<file path="config.mk">
export PLATFORM = sky130hd
export DESIGN_NAME = op_arbiter
export DESIGN_NICKNAME = d
export VERILOG_FILES = /design/src/rtl/op_arb_pkg.sv /design/src/rtl/tmo_counter.sv /design/src/rtl/op_arbiter.sv
export SDC_FILE = /design/constraint.sdc
export NUM_CORES = 1
export LEC_CHECK = 0
export ABC_AREA = 1
export CELL_PAD_IN_SITES_DETAIL_PLACEMENT = 1
export CELL_PAD_IN_SITES_GLOBAL_PLACEMENT = 2
export CORE_UTILIZATION = 25
export CTS_CLUSTER_SIZE = 12
export DETAILED_ROUTE_END_ITERATION = 8
export PLACE_DENSITY_LB_ADDON = 0.1
export SLEW_MARGIN = 5
export SYNTH_ARGS = -nofsm -noshare
export SYNTH_HDL_FRONTEND = slang
export SYNTH_HIERARCHICAL = 1
export SYNTH_SLANG_ARGS = --single-unit
</file>
<file path="constraint.sdc">
create_clock -name clk -period 1.9 [get_ports clk]
set_clock_uncertainty 0.05 [all_clocks]
set_input_delay 0.38 -clock clk [delete_from_list [all_inputs] [get_ports clk]]
set_output_delay 0.38 -clock clk [all_outputs]
set_load 0.1 [all_outputs]
</file>
<file path="src/rtl/op_arb_pkg.sv">
// Shared definitions for the two-requester operation arbiter:
// default parameter values, FSM state encoding and the timeout-counter width helper.
package op_arb_pkg;

    localparam int unsigned W_DEFAULT   = 16;
    localparam int unsigned TMO_DEFAULT = 255;

    typedef enum logic [1:0] {
        IDLE  = 2'd0,
        START = 2'd1,
        WAIT  = 2'd2,
        DONE  = 2'd3
    } state_t;

    // Bits needed to hold every count value from 0 up to and including tmo.
    function automatic int unsigned cnt_width(input int unsigned tmo);
        return $clog2(tmo + 1);
    endfunction

endpackage

</file>
<file path="src/rtl/tmo_counter.sv">
// Saturating wait counter for the arbiter: cleared while the datapath is started,
// advanced once per idle wait cycle, never wraps past TMO.
module tmo_counter
    import op_arb_pkg::*;
#(
    parameter int unsigned TMO = TMO_DEFAULT
) (
    input  logic clk,
    input  logic rst,
    input  logic clear,
    input  logic enable,
    output logic hit
);

    localparam int unsigned CW = cnt_width(TMO);

    logic [CW-1:0] count;
    logic [CW-1:0] count_inc;

    assign count_inc = count + CW'(1);

    // hit flags the enabled step on which the count lands on TMO
    assign hit = (count_inc == CW'(TMO));

    always_ff @(posedge clk or negedge rst) begin
        if (!rst) begin
            count <= '0;
        end else if (clear) begin
            count <= '0;
        end else if (enable && (count != CW'(TMO))) begin
            count <= count_inc;
        end
    end

endmodule

</file>
<file path="src/rtl/op_arbiter.sv">
// Round-robin arbiter sharing one datapath control block between two requesters,
// with a bounded wait for the datapath and a timeout error pulse.
module op_arbiter
    import op_arb_pkg::*;
#(
    parameter int unsigned W   = W_DEFAULT,
    parameter int unsigned TMO = TMO_DEFAULT
) (
    input  logic         clk,
    input  logic         rst,
    input  logic         req0,
    input  logic         req1,
    input  logic [W-1:0] x0,
    input  logic [W-1:0] x1,
    output logic         gnt0,
    output logic         gnt1,
    output logic         done0,
    output logic         done1,
    output logic         err,
    output logic [W-1:0] y,
    output logic         bc_start,
    output logic [W-1:0] bc_x,
    input  logic         bc_pronto,
    input  logic [W-1:0] bc_y
);

    state_t state;
    logic   owner;
    logic   last;
    logic   pick_c;
    logic   cnt_clear;
    logic   cnt_enable;
    logic   cnt_hit;

    // On a tie the requester not served last wins; otherwise whoever asked.
    assign pick_c = (req0 && req1) ? ~last : ~req0;

    assign cnt_clear  = (state == START);
    assign cnt_enable = (state == WAIT) && !bc_pronto;

    tmo_counter #(
        .TMO (TMO)
    ) u_tmo (
        .clk    (clk),
        .rst    (rst),
        .clear  (cnt_clear),
        .enable (cnt_enable),
        .hit    (cnt_hit)
    );

    always_ff @(posedge clk or negedge rst) begin
        if (!rst) begin
            state    <= IDLE;
            owner    <= 1'b0;
            last     <= 1'b1;
            y        <= '0;
            bc_x     <= '0;
            gnt0     <= 1'b0;
            gnt1     <= 1'b0;
            done0    <= 1'b0;
            done1    <= 1'b0;
            err      <= 1'b0;
            bc_start <= 1'b0;
        end else begin
            gnt0     <= 1'b0;
            gnt1     <= 1'b0;
            done0    <= 1'b0;
            done1    <= 1'b0;
            err      <= 1'b0;
            bc_start <= 1'b0;
            case (state)
                IDLE: begin
                    // Pulses set here are visible for exactly the START cycle
                    if (req0 || req1) begin
                        owner    <= pick_c;
                        bc_x     <= pick_c ? x1 : x0;
                        gnt0     <= ~pick_c;
                        gnt1     <= pick_c;
                        bc_start <= 1'b1;
                        state    <= START;
                    end
                end
                START: begin
                    state <= WAIT;
                end
                WAIT: begin
                    // Completion wins over a timeout landing on the same cycle
                    if (bc_pronto) begin
                        y     <= bc_y;
                        done0 <= ~owner;
                        done1 <= owner;
                        state <= DONE;
                    end else if (cnt_hit) begin
                        done0 <= ~owner;
                        done1 <= owner;
                        err   <= 1'b1;
                        state <= DONE;
                    end
                end
                DONE: begin
                    last  <= owner;
                    state <= IDLE;
                end
                default: begin
                    state <= IDLE;
                end
            endcase
        end
    end

endmodule

</file>
### Word-level counts from Yosys, hierarchy flattened

Index checks and enable logic that the tools add are counted.

| cells by class | value |
|---|---|
| $add $sub $neg | 1 |
| $mul | 0 |
| div/mod/pow operators | 0 |
| order comparisons | 0 |
| eq/ne operators | 7 |
| shift operators | 0 |
| multiplexer cells | 23 |
| bitwise logic cells | 4 |
| reduce and logical (&&, ||, !) cells | 10 |

Operator list:

| cell | count |
|---|---|
| 2-to-1 mux 1 bit | 16 |
| 2-to-1 mux 16 bit | 1 |
| 2-to-1 mux 8 bit | 2 |
| adder 8 x 1 -> 8 bit, second input constant | 1 |
| == test 8 bit, second input constant | 1 |
| != test 8 bit, second input constant | 1 |
| case mux 2 bit (4 select lines) | 1 |
| 2-to-1 mux 2 bit | 3 |
| AND reduction 2 bit | 3 |
| == test 2 bit, second input constant | 2 |
| inverter 1 bit | 4 |
| logical AND 1 bit | 3 |
| != test 3 bit, second input constant | 1 |
| == test 2 x 1 -> 1 bit, second input constant | 1 |
| zero test 2 bit | 1 |
| != test 2 bit, second input constant | 1 |
| nonzero test 2 bit | 1 |
| zero test 1 bit | 1 |
| logical OR 1 bit | 1 |

| word-level totals | value |
|---|---|
| flip-flop bits (word level) | 50 |
| latch bits | 0 |
| bits in writable memories | 0 |
| bits in read-only memories | 0 |
| input bits | 53 |
| output and inout bits | 38 |
| word-level logic and storage cells | 57 |
| memories | 0 |

### Longest topological paths before layout

| logic depth | value |
|---|---|
| word-level depth | 5 |
| depth in mapped cells | 12 |
| mapped depth without buffers | 12 |

### Cells and area by module

Netlist, hierarchy kept.

Modules (own cells, without submodules):

| module | instances | cells an instance | area an instance (um2) | seq. area each (um2) |
|---|---|---|---|---|
| op_arbiter | 1 | 250 | 2019.4 | 1052.3 |
| tmo_counter | 1 | 82 | 564.3 | 200.2 |

### Worst setup path after synthesis

OpenSTA, ideal clock, no wires.

| timing | value |
|---|---|
| path kind | flip-flop to flip-flop |
| start | register state[0] |
| end | register u_tmo.count[3] |
| library setup time | 65 ps |
| data arrival time | 1489 ps |
| required time | 1785 ps |
| path slack | 296 ps |
| cell stages (with the launch flop) | 10 |
| path buffers | 1 |
| clock period less this slack | 1604 ps |
| cells stage by stage | dfrtp_1 > inv_1 > ha_1 > buf_2 > inv_1 > nor2_1 > nand2_4 > nor2_2 > nand2_1 > nand2_1 |

| between the ends | value |
|---|---|
| longest elaborated chain between the ends | 4 |
| elaborated cells between the ends (all ways) | 6 |
| those cells by class | eq/ne (2); mux (1); reduce/logical (3) |

Ends and longest elaborated chain:

| item | line | text |
|---|---|---|
| start: declaration | op_arbiter.sv:27 | `state_t state;` |
| start signal: assignment | op_arbiter.sv:53 | `state <= IDLE;` |
| start signal: assignment | op_arbiter.sv:80 | `state <= START;` |
| start signal: assignment | op_arbiter.sv:84 | `state <= WAIT;` |
| == test 2 bit | op_arbiter.sv:39 | `assign cnt_enable = (state == WAIT) && !bc_pronto;` |
| logical AND 1 bit | op_arbiter.sv:39 |  |
| via cnt_enable | op_arbiter.sv:32 | `logic cnt_enable;` |
| logical AND 1 bit | tmo_counter.sv:30 | `end else if (enable && (count != CW'(TMO))) begin` |
| nonzero test 2 bit (no source line) | -- |  |
| end signal: assignment | tmo_counter.sv:31 | `count <= count_inc;` |
| end: declaration | tmo_counter.sv:17 | `logic [CW-1:0] count;` |

The timed path passes the listed nets, and every way through them passes these cells.
A chain may end at the register's enable or synchronous reset.

### Final worst setup path

| timing | value |
|---|---|
| start | register u_tmo.count[0] |
| end | register state[0] |

| between the ends | value |
|---|---|
| longest elaborated chain between the ends | 4 |

Ends and longest elaborated chain:

| item | line | text |
|---|---|---|
| adder 8 x 1 -> 8 bit | tmo_counter.sv:20 | `assign count_inc = count + CW'(1);` |
| == test 8 bit | tmo_counter.sv:23 | `assign hit = (count_inc == CW'(TMO));` |
| via cnt_hit | op_arbiter.sv:33 | `logic cnt_hit;` |
| != test 3 bit (no source line) | -- |  |
| AND reduction 2 bit (no source line) | -- |  |

The timed path passes the listed nets, and every way through them passes these cells.

==> results.yml <==
final_layout:
  drive_gt1_frac: 0.1776
  design_area_um2: 4177
  fillers: 1190
  area_delta_synth_final_pct: 61.65
  multiInputGateArea_um2: 1090
  fin_cells: 561
  antenna_cells: 0
  fin_nets: 487
  post-route-util: 0.4215
  seq_area_um2: 1252
clock_network:
  cts.htree.levels: 2
  clock_latency_ps: 300
  tritoncts: "done"
  cts_sinks: 50
  post-cts-setup-buffers: 0
  cts_buffer_depth: 2
  cts_buffers: 5
  hold_buffers: 0
  cts_root_buf: "clkbuf_8"
  clk_pin_slew_worst_paths_ps: 90
  ctsResizeCount: 0
pwr:
  peakVddDrop_v: 0.0009120
  p_leak_nw: 2.070
  power_density_nw_per_um2: 1956
timing:
  min_period_ps: 1716
  rsz0062_at_grt: "false"
  finalMaxSlewViolations: 0
  relSlewSlack: 0.7910
  worst_pin_slew_ps: 312.3
  finalSetupViolations: 0
  max_freq_mhz: 582.7
  final.period_utilization: 0.9032
  totalNegativeSetupSlack_ps: 0
  timing_hold_violations_final: 0
  worst_slack_ps: 183.8
placed_design:
  place_inst: 553
  portBuffers: 90
  post-place-ws_ps: 65.92
  place_area_um2: 4048
  gp_congestion: 0.7570
  hpwl_um: 5327
drt:
  drtAntennaViolNets: 0
  viasPerCell: 4.194
  drt-initial-drc-count: 70
  drt_wl_total_um: 7174
  drt_first_pass_iters: 4
  drcViolationCount: 0
  vias: 2353
  avgRoutedWirePerCell_um: 12.79
setup_path:
  reg2reg_slack_ps: 180
  critPathMaxFanout: 4
  worstReg2RegEnd: "state[0]"
  crit_arrival_ps: 1850
  slowest_stage: "dfrtp_1"
  critPathCaptureType: "flip-flop"
  required_ps: 2030
  crit_path_start_kind: "flip-flop"
  crit_end: "state[0]"
  crit_chain: "inv_1, ha_1, nand2_1, nor2_1, nand3_1, nor2_1, nor2_2, nand2_1, nand2_1, nand2_1, o21ai_0"
  worst_path_most_repeated_cell: "nand2_1"
  ff2ff_path_depth: 11
  worstSetupPathType: "reg -> reg"
  crit_start: "u_tmo/count[0]"
  slowest_delay_ps: 440
  reg2reg_from: "u_tmo/count[0]"
logic_synthesis:
  synth_edf_count: 0
  postSynthRegisterBits: 50
  synth_cells: 332
  ys_top_cells_by_count: "119 x nand2_1, 62 x nand3_1, 49 x dfrtp_1"
  avgSynthCellArea_um2: 7.782
  yosysTopAreaCellShare: 0.4746
  ys_top_cells_by_area: "dfrtp_1 47%, nand2_1 17%, nand3_1 12%"
  syn_nets: 392
  yosysUniqueCellTypes: 22
  synth_area_um2: 2584
  yosys_warnings: 6
  yosysTopAreaCell: "dfrtp_1"
  synth_flop_cell: "dfrtp_1"
  yosysMostFrequentCell: "nand2_1"
  ys_seq_area_frac: 0.4847
  async_flop_share: 1.000
outcome:
  status: "finished, final reports clean"
die:
  core-area_um2: 9910
  die_area_um2: 10750
  start_util: 0.2607
  die_x_um: 103.7
  die_h_um: 103.7
  row_count: 36
  ios: 91
global_route:
  grt_pass1_vias: 2458
  antenna_found_initial: 0
  grt.total_usage: 0.1420
  grt-ovfl-total: 0
  grt_max_degree: 51
  grt_pass1_wl_um: 12460
run:
  drv_cap: 0
min_path:
  hold_class: "in -> async"
[cell type report]
cell class              count  area share
clock buffers               5     0.01648
clock inverters             3     0.01078
inverters                  48     0.04434
multi-input cells         223      0.2609
flip-flops and latches     50      0.2999
well taps                 133     0.03984
repair buffers             99      0.3277
[through the flow]
step	hold slack, ps	power (mW)
after global routing	14.86	8.575
after detailed placement	349.4	7.478
after CTS	15.05	8.271
after floorplan	34.41	5.251
after global placement	347.4	7.439
final	1.842	8.170
[cell usage in the layout, fill, tap and decap left out, drive strengths merged]
cell type      netlist  routed
nor3b                2       2
nand2              127     127
nor2                16      16
dfrtp               49      49
clkinvlp             0       2
dfstp                1       1
bufinv               0       1
nand4                1       1
nand3               62      62
clkdlybuf4s50        0      51
buf                 10      48
o21ai                7       7
nor3                 1       1
ha                   7       7
clkbuf               1       5
inv                 48      48
[worst min-delay path by stage]
stage,to,depth (start not counted),slack (ps),startpoint
after floorplan,bc_start,0,30,rst
after global placement,u_tmo/count[2],2,350,rst
after detailed placement,u_tmo/count[0],2,350,rst
after CTS,state[1],2,20,rst
after global routing,u_tmo/count[2],2,10,rst
final,u_tmo/count[0],2,2,rst
[state kept, by name, summed over array words and instances (netlist names)]
signal	count
state	2
err	1
last	1
done1	1
gnt1	1
bc_start	1
done0	1
bc_x	16
owner	1
u_tmo/count	8
gnt0	1
y	16
[power breakdown]
part           switching [mW]  total [mW]  internal [mW]
combinational            3.59        5.46           1.87
sequential              0.453        1.95           1.50
clock                   0.368       0.760          0.392
total                    4.41        8.17           3.76
[cells by family after synthesis]
family	count (synthesis)	synth area share
AOI/OAI and AO/OA	7	0.01356
adders and majority gates	7	0.03390
buffers and inverters	59	0.09927
DFF	50	0.4847
and+or+nand+nor	209	0.3685
[per-layer routing]
| metal | track usage | wire (um) |
|---|---|---|
| met1 | 0.1872 | 3408 |
| met2 | 0.2359 | 3334 |
| met3 | 0.03587 | 378 |
| met4 | 0.02755 | 52 |
| met5 | 0 | 0 |
[worst max-delay path: cells and delay by family, from the launching register on]
family / cells / cell delay, ps
fa+ha+maj: 1 / 180
buf+inv: 1 / 150
flops: 1 / 440
simple gates: 8 / 710
compound gates: 1 / 70
(Power assumes the default switching activity.)
